$ cat src/rtl/core_ctrl.sv
// core_ctrl: multi-cycle fetch/decode/control stage; owns the PC and the 32x32 register file, drives alu.
// Latency: 4 cycles per instruction (IF, ID, EX, WB); LW/SW add a MEM cycle for 5.
// Backpressure: none; memories answer in fixed time, and overflow/error/EOF park the FSM in HALT until reset.
module core_ctrl #(
  parameter int ADDR_W     = 32,
  parameter int INST_W     = 32,
  parameter int DATA_W     = 32,
  parameter int IMEM_WORDS = 1024,
  parameter int DMEM_WORDS = 256
) (
  input  logic              i_clk,
  input  logic              i_rst_n,
  output logic [ADDR_W-1:0] o_i_addr,
  input  logic [INST_W-1:0] i_i_inst,
  output logic              o_d_we,
  output logic [7:0]        o_d_addr,
  output logic [DATA_W-1:0] o_d_wdata,
  input  logic [DATA_W-1:0] i_d_rdata,
  output logic [2:0]        o_stt,
  output logic [5:0]        o_alu_op,
  output logic [DATA_W-1:0] o_data_1,
  output logic [DATA_W-1:0] o_data_2,
  output logic [DATA_W-1:0] o_im,
  input  logic [DATA_W-1:0] i_alu_result,
  input  logic              i_alu_ovflw,
  output logic [1:0]        o_status,
  output logic              o_status_valid
);

  localparam logic [5:0] OP_ADDI = 6'd5, OP_LW = 6'd6, OP_SW = 6'd7;
  localparam logic [5:0] OP_BEQ  = 6'd11, OP_BNE = 6'd12, OP_EOF = 6'd14;
  localparam int AW1 = ADDR_W + 1;

  typedef enum logic [2:0] {
    S_IDLE = 3'd0, S_IF = 3'd1, S_ID = 3'd2, S_EX = 3'd3,
    S_MEM  = 3'd4, S_WB = 3'd5, S_HALT = 3'd7
  } state_t;

  state_t              state_q, state_d;
  logic [ADDR_W-1:0]   pc_q, pc_d, npc_q, npc_d, i_addr_q, i_addr_d;
  logic [INST_W-1:0]   inst_q, inst_d;
  logic [DATA_W-1:0]   res_q, res_d, ldata_q, ldata_d, wdata_q, wdata_d;
  logic [DATA_W-1:0]   data1_q, data1_d, data2_q, data2_d, im_q, im_d;
  logic [1:0]          status_q, status_d;
  logic [5:0]          alu_op_q, alu_op_d;
  logic [7:0]          d_addr_q, d_addr_d;
  logic                vld_q, vld_d, we_q, we_d;
  logic [DATA_W-1:0]   rf_q [32];
  logic                rf_we;
  logic [4:0]          rf_waddr;
  logic [DATA_W-1:0]   rf_wdata;

  // Decode of the instruction arriving in ID and of the one held for EX/MEM/WB.
  logic [5:0]  id_op, ex_op;
  logic        ex_rtype, ex_mem, ex_wr, ex_illegal, ex_arith_ovf, ex_addr_err, ex_taken, ex_pc_err;
  logic [AW1-1:0] ex_npc;
  logic [1:0]  ex_status;

  assign id_op    = i_i_inst[31:26];
  assign ex_op    = inst_q[31:26];
  assign ex_rtype = ex_op inside {6'd1, 6'd2, 6'd3, 6'd4, 6'd8, 6'd9, 6'd10, 6'd13};
  assign ex_mem   = (ex_op == OP_LW) || (ex_op == OP_SW);
  assign ex_wr    = ex_rtype || (ex_op == OP_ADDI) || (ex_op == OP_LW);

  // EX-stage status resolution: branch compare, next PC and error detection.
  always_comb begin
    ex_illegal   = (ex_op == 6'd0) || (ex_op > OP_EOF);
    ex_arith_ovf = (ex_op >= 6'd1) && (ex_op <= 6'd5) && i_alu_ovflw;
    ex_addr_err  = ex_mem && ((i_alu_result >= DATA_W'(DMEM_WORDS)) || i_alu_ovflw);
    ex_taken     = ((ex_op == OP_BEQ) && (data1_q == data2_q)) ||
                   ((ex_op == OP_BNE) && (data1_q != data2_q));
    ex_npc       = {1'b0, pc_q} + AW1'(4) + (ex_taken ? AW1'(inst_q[15:0]) : '0);
    ex_pc_err    = ex_npc[ADDR_W] || (ex_npc >= AW1'(4 * IMEM_WORDS));
    if (ex_op == OP_EOF)
      ex_status = 2'd3;
    else if (ex_illegal || ex_arith_ovf || ex_addr_err || ex_pc_err)
      ex_status = 2'd2;
    else if (ex_rtype)
      ex_status = 2'd0;
    else
      ex_status = 2'd1;
  end

  // Next-state logic for the sequencer and every registered output.
  always_comb begin
    state_d  = state_q;
    pc_d     = pc_q;
    npc_d    = npc_q;
    inst_d   = inst_q;
    res_d    = res_q;
    ldata_d  = ldata_q;
    wdata_d  = wdata_q;
    data1_d  = data1_q;
    data2_d  = data2_q;
    im_d     = im_q;
    status_d = status_q;
    alu_op_d = alu_op_q;
    d_addr_d = d_addr_q;
    vld_d    = 1'b0;
    we_d     = 1'b0;
    rf_we    = 1'b0;
    rf_waddr = '0;
    rf_wdata = '0;
    case (state_q)
      S_IDLE: state_d = S_IF;
      S_IF:   state_d = S_ID;
      S_ID: begin
        inst_d   = i_i_inst;
        alu_op_d = ((id_op == OP_LW) || (id_op == OP_SW)) ? OP_ADDI : id_op;
        data1_d  = rf_q[i_i_inst[25:21]];
        data2_d  = rf_q[i_i_inst[20:16]];
        im_d     = DATA_W'(i_i_inst[15:0]);
        state_d  = S_EX;
      end
      S_EX: begin
        res_d    = i_alu_result;
        npc_d    = ex_npc[ADDR_W-1:0];
        status_d = ex_status;
        if (ex_mem && !ex_addr_err) begin
          state_d  = S_MEM;
          d_addr_d = i_alu_result[7:0];
          wdata_d  = data2_q;
          we_d     = (ex_op == OP_SW);
        end else begin
          state_d = S_WB;
          vld_d   = 1'b1;
        end
      end
      S_MEM: begin
        ldata_d = i_d_rdata;
        state_d = S_WB;
        vld_d   = 1'b1;
      end
      S_WB: begin
        if (!status_q[1]) begin
          rf_we    = ex_wr;
          rf_waddr = ex_rtype ? inst_q[15:11] : inst_q[20:16];
          rf_wdata = (ex_op == OP_LW) ? ldata_q : res_q;
          pc_d     = npc_q;
          state_d  = S_IF;
        end else begin
          state_d = S_HALT;
        end
      end
      S_HALT:  state_d = S_HALT;
      default: state_d = S_HALT;
    endcase
    i_addr_d = pc_d;
  end

  // State, pipeline latches, outputs and register file.
  always_ff @(posedge i_clk or negedge i_rst_n) begin
    if (!i_rst_n) begin
      state_q  <= S_IDLE;
      pc_q     <= '0;
      npc_q    <= '0;
      i_addr_q <= '0;
      inst_q   <= '0;
      res_q    <= '0;
      ldata_q  <= '0;
      wdata_q  <= '0;
      data1_q  <= '0;
      data2_q  <= '0;
      im_q     <= '0;
      status_q <= '0;
      alu_op_q <= '0;
      d_addr_q <= '0;
      vld_q    <= 1'b0;
      we_q     <= 1'b0;
      for (int i = 0; i < 32; i++) rf_q[i] <= '0;
    end else begin
      state_q  <= state_d;
      pc_q     <= pc_d;
      npc_q    <= npc_d;
      i_addr_q <= i_addr_d;
      inst_q   <= inst_d;
      res_q    <= res_d;
      ldata_q  <= ldata_d;
      wdata_q  <= wdata_d;
      data1_q  <= data1_d;
      data2_q  <= data2_d;
      im_q     <= im_d;
      status_q <= status_d;
      alu_op_q <= alu_op_d;
      d_addr_q <= d_addr_d;
      vld_q    <= vld_d;
      we_q     <= we_d;
      if (rf_we) rf_q[rf_waddr] <= rf_wdata;
    end
  end

  assign o_stt          = state_q;
  assign o_i_addr       = i_addr_q;
  assign o_d_we         = we_q;
  assign o_d_addr       = d_addr_q;
  assign o_d_wdata      = wdata_q;
  assign o_alu_op       = alu_op_q;
  assign o_data_1       = data1_q;
  assign o_data_2       = data2_q;
  assign o_im           = im_q;
  assign o_status       = status_q;
  assign o_status_valid = vld_q;

endmodule

$ cat config.mk
export PLATFORM = sky130hd
export DESIGN_NAME = core_ctrl
export DESIGN_NICKNAME = d
export VERILOG_FILES = /design/src/rtl/core_ctrl.sv
export SDC_FILE = /design/constraint.sdc
export NUM_CORES = 2
export LEC_CHECK = 0
export ABC_CLOCK_PERIOD_IN_PS = 4600
export BUFFER_PORTS_ARGS = -buffer_cell sky130_fd_sc_hd__buf_2
export CAP_MARGIN = 15
export CORE_MARGIN = 2
export CORE_UTILIZATION = 45
export CTS_BUF_LIST = sky130_fd_sc_hd__clkbuf_8 sky130_fd_sc_hd__clkbuf_16
export CTS_CLUSTER_DIAMETER = 150
export DETAILED_ROUTE_END_ITERATION = 7
export PLACE_DENSITY = 0.72
export SLEW_MARGIN = 0
export SYNTH_ARGS = -nofsm -noshare
export SYNTH_HDL_FRONTEND = slang
export SYNTH_SLANG_ARGS = --single-unit
$ cat constraint.sdc
create_clock -name i_clk -period 4.6 [get_ports i_clk]
set_input_delay 1.15 -clock i_clk [delete_from_list [all_inputs] [get_ports i_clk]]
set_output_delay 1.15 -clock i_clk [all_outputs]
set_load 0.01 [all_outputs]
# Word level (Yosys, flattened, before mapping)
# Cells that the tools add are included.
# Widths: inputs -> output; s select.
# classes
order_cmp	9
n_addsub	2
mux	29
n_reduce_logical	24
n_eq_ne	23
bitwise_logic	4
# op_table
op	n
$bwmux 1024	1
$bmux 32 s5	2
$mux 32	8
$demux 32 s5	1
$eq 6x4->1 const B	7
$eq 6x3->1 const B	6
$add 32x3->33 const B	1
$add 33x16->33	1
$ge 33x13->1 const B	1
$eq 32x32->1	1
$ge 32x9->1 const B	1
$ne 32x32->1	1
$ge 6x6->1 const B	3
$not 5->6	3
$pmux 3 s6	1
$mux 16	1
$mux 5	3
$eq 6x2->1 const B	2
$logic_or 1x1->1	11
$reduce_bool 8->1	1
$logic_and 1x1->1	7
$mux 1	7
$eq 3x2->1 const B	2
$eq 3x3->1 const B	2
other kinds (15)	17
# totals
in_bits	99
regBits	1317
output_inout_bits	181

# Depth between registers and ports, before layout
# logic_depth
ltp_word	11
mapped_depth	21
depth_no_buf	18

# Least setup slack after synthesis
# OpenSTA, ideal clock, no wires.
# synth_path
kind	register to register
from	reg data2_q[14] (netlist: o_data_2[14])
to	reg status_q[1] (netlist: o_status[1])
path_stages_with_launch	22
slack_ps	347
setup_ps	146
t_arrival_ps	4108
required_time_ps	4454
path_buffers	4
period_less_slack_ps	4253
cell_sequence	dfrtp_1 xnor2_1 nand4_1 nor4_1 a2111oi_0 a31oi_1 nor2_1 clkbuf_1 and2_1 ha_1 ha_1 clkbuf_1 and2_0 clkbuf_1 a211oi_1 or2_2 clkbuf_1 a21oi_1 and3_1 o21ai_0 nor4_1 a22oi_1
# synth_via
elab_chain_cells	10
elab_cells_between_ends	12
cone_classes	add/sub (1); order compare (1); eq/ne (2); mux (3); reduce/logical (5)
# synth_rtl
item	line_no	rtl
start, declared	43	logic [DATA_W-1:0] data1_q, data1_d, data2_q, data2_d, im_q, im_d;
start signal, assigned	181	data2_q <= data2_d;
$eq 32x32->1 or $ne 32x32->1 (tied branches)	70, 71	
$logic_and 1x1->1, on equally long branches	70, 71	
$logic_or 1x1->1 *	70	ex_taken = ((ex_op == OP_BEQ) && (data1_q == data2_q)) ||
$mux 16 *	72	ex_npc = {1'b0, pc_q} + AW1'(4) + (ex_taken ? AW1'(inst_q[15:0]) : '0);
$add 33x16->33 *	72	
$ge 33x13->1	73	ex_pc_err = ex_npc[ADDR_W] || (ex_npc >= AW1'(4 * IMEM_WORDS));
$logic_or 1x1->1 *	73	
$logic_or 1x1->1 *	76	else if (ex_illegal || ex_arith_ovf || ex_addr_err || ex_pc_err)
$mux 2 *	76	
$mux 2 *	74	if (ex_op == OP_EOF)
end signal, assigned	183	status_q <= status_d;
end, declared	44	logic [1:0] status_q, status_d;
# Every way passes the cells marked *; elsewhere a longest branch is shown, timed or not.
# A chain may end at the register's enable or synchronous reset.

# Worst setup path after layout
# layout_path
from	reg data2_q[10] (netlist: o_data_2[10])
to	reg status_q[1] (netlist: o_status[1])
# Same word-level chain as after synthesis.

==> flow_metrics.py <==
metrics = {
    "run_status": {
        "status": "finished with violations",
        "violations": "negative setup slack",
    },
    "power_and_ir_drop": {
        "p_leak_nw": 33.4,
        "power_density_nw_per_um2": 325,
        "p_seq_frac": 0.469,
        "power_frac_comb": 0.052,
        "pwr-share-clk": 0.479,
        "finalPower_w": 0.0247,
        "swShare": 0.230,
        "irDropWorstVdd_uv": 380,
        "switching_power_w": 0.00567,
        "p_int_w": 0.0190,
    },
    "critical_path": {
        "crit_buf_inv": 5,
        "end_kind": "flop",
        "crit_chain": "xnor2_2 > nand4_1 > buf_6 > nor4_4 > buf_4 > a2111oi_4 > a31oi_4 > nor2_4 > and2_4 > ha_4 > ha_4 > fa_2 > a211oi_2 > o21bai_2 > buf_4 > a32oi_2 > buf_4 > a21oi_2 > xnor2_2 > nand2_1 > nor4_2 > buf_4 > a22oi_2",
        "r2r_cells": 23,
        "worstSetupPathType": "flop to flop",
        "rrSetupSlack_ns": -0.22,
        "crit_path_max_fanout": 4,
        "arrival_ns": 5.43,
        "crit_slowest_cell": "dfrtp_1",
        "r2r-start": "o_data_2[10]",
        "worst-path-stages": 23,
        "required_ns": 5.22,
        "cpPeakStageDelay_ns": 0.42,
        "cp_top_family": "simple AND/OR/NAND/NOR gates",
        "cpMostUsedCell": "buf_4",
        "r2r_end": "o_status[1]",
        "worstSetupStartpointType": "flop",
    },
    "die": {
        "num_io_pins": 280,
        "start_util": 0.455,
        "core_area_um2": 144000,
        "num_rows": 139,
        "die_w_um": 386,
        "die_h_um": 386,
        "dieArea_um2": 149000,
    },
    "placement": {
        "dp_slack_ns": -0.609,
        "numPortBuffers": 263,
        "hpwlAfterDp_um": 133000,
        "gp_congestion": 0.888,
    },
    "clocking": {
        "clk_pin_slew_worst_paths_ns": 0.06,
        "clockBufferDepth": 3,
        "cts_made_buffers": 135,
        "cts_tree": "yes",
        "clock_latency_ns": 0.78,
        "root_buffer": "clkbuf_16",
        "clock-sinks": 1296,
        "h-tree-depth": 4,
    },
    "timing": {
        "fin_skew_ns": 0.0324,
        "maxSlewViolCount": 0,
        "tightest_slew_ns": 1.17,
        "hold_viol_final": 0,
        "setup_viol": 3,
        "whs_ns": 0.375,
        "slew_headroom": 0.222,
        "fmax_ghz": 0.208,
        "min_period_over_period": 1.05,
        "grt_setup_unrepaired": "true",
        "period_needed_ns": 4.82,
        "layout_setup_ws_ns": -0.218,
    },
    "grt": {
        "grt_use_total": 0.287,
        "grt_pass1_vias": 48700,
        "overflow": 0,
        "grt_pass1_wl_um": 316000,
        "grt_max_degree": 127,
        "antenna_found_initial": 18,
    },
    "final_layout": {
        "area_growth_pct": 15.8,
        "fin_nets": 5711,
        "layout-drive-gt1-share": 0.334,
    },
    "synth": {
        "yosys-top-cells-count": "dfrtp_1 (1296), nand2_1 (1199), o21ai_0 (844), mux4_2 (640)",
        "synth_top_area_cell": "dfrtp_1",
        "syn_area_um2": 65500,
        "synth.ff_latch_count": 1296,
        "synth_top_cell_area_share": 0.495,
        "synth_edf_count": 0,
        "yosysWarningCount": 0,
        "synth_most_common_cell": "dfrtp_1",
        "seq_area_frac_synth": 0.495,
        "synth_area_leaders": "dfrtp_1 (50%), mux4_2 (22%), nand2_1 (6.9%), o21ai_0 (6.4%), mux2_2 (6.2%)",
        "synthFlopType": "dfrtp_1",
        "syn_avg_cell_area_um2": 12.2,
        "synth_cells": 5353,
        "synthArstFlopShare": 1.00,
        "yosysUniqueCellTypes": 68,
    },
    "drt": {
        "vias": 48200,
        "ant_nets": 0,
        "viasPerCell": 6.35,
        "wl_um": 212000,
        "drc": 0,
        "firstDrtPassIters": 7,
        "drt-initial-drc-count": 6009,
        "wire_per_inst_um": 27.9,
    },
    "min_path": {
        "hp-class": "input port to async pin",
    },
    "job": {
        "maxCapViolations": 0,
    },
}
## power groups by stage
stage	Clock [W]	Combinational, W	Sequential (W)
final	0.0118	0.00129	0.0116
after global placement	0	0.00127	0.0118
after global routing	0.0123	0.00139	0.0116
after detailed placement	0	0.00128	0.0118
after floorplan	0	0.000667	0.0117
after CTS	0.0119	0.00130	0.0116
## worst max path at each step
stage | from | endpoint | slack, ns
after floorplan | o_data_2[14] | o_status[1] | 0.35
after global placement | o_data_2[14] | o_status[1] | -0.60
after detailed placement | o_data_2[10] | o_status[1] | -0.61
after CTS | o_data_1[9] | o_status[1] | -0.12
after global routing | o_data_2[10] | o_status[1] | -0.36
final | o_data_2[10] | o_status[1] | -0.22
## routing by layer
| metal | vias up | routed length [um] | GRT usage |
|---|---|---|---|
| met4 | 22 | 14300 | 0.173 |
| met1 | 24700 | 76900 | 0.368 |
| met3 | 683 | 23300 | 0.0740 |
| met5 | - | 147 | 0 |
| met2 | 2962 | 97300 | 0.441 |
| li1 | 19900 | - | - |
## stage by stage
stage	setup TNS, ns	instances	area (um^2)	utilization
floorplan	0	5368	65600	-
global placement	-1.33	7335	70600	0.491
detailed placement	-1.71	7335	70600	0.491
CTS	-0.220	7579	75600	0.525
global route	-1.15	7587	75800	0.526
finish	-0.423	7591	75800	0.527
## layout make-up
cell class	instances	area [um^2]
clock buffers	159	3780
fillers	11800	68200
well taps	1903	2380
flip-flops and latches	1296	32400
diodes	6	15.0
multi-input cells	3558	31500
clock inverters	81	980
inverters	13	51.3
repair buffers	575	4640
## cell usage in the layout (no fill, tap or decap), types with 41 or more instances in the layout
| cell type | Yosys | routed |
|---|---|---|
| buf_4 | 38 | 239 |
| nand2_1 | 1199 | 1195 |
| buf_2 | 36 | 255 |
| clkbuf_16 | 0 | 141 |
| xnor2_1 | 49 | 46 |
| mux2_2 | 363 | 363 |
| a21oi_1 | 58 | 52 |
| mux4_2 | 640 | 640 |
| buf_12 | 0 | 73 |
| o21ai_1 | 36 | 41 |
| o21ai_0 | 844 | 839 |
| dfrtp_1 | 1296 | 1296 |
| mux2i_1 | 66 | 66 |
## registers in the layout (all words and copies together) (netlist names)
signal and count:
inst_q 27, ldata_q 32, npc_q 32, o_alu_op 6
o_d_addr 8, o_d_wdata 32, o_d_we 1, o_data_1 32
o_data_2 32, o_i_addr 32, o_status 2, o_status_valid 1
o_stt 3, res_q 32, rf_q 1024
## cell families (layout without fill, tap and decap cells)
logic type               Yosys count  after routing  synth area share
AND/OR/NAND/NOR                 1376           1376            0.0853
flip-flops                      1296           1296             0.495
multiplexers                    1073           1073             0.293
AO/OA/AOI/OAI                   1002           1002            0.0797
buffers and inverters            514            828            0.0323
XOR/XNOR                          58             58           0.00776
adder cells (fa/ha/maj)           33             33           0.00642
other                              1             22         0.0000573
## what timing repair did
action,4_1_cts,5_1_grt
pin swaps,18,21
gates resized for setup,39,25
setup endpoints to repair,14,7
cloned,1,0
setup buffers,3,6
hold buffers,0,0
Note: power is estimated with default switching activity, not from simulation.
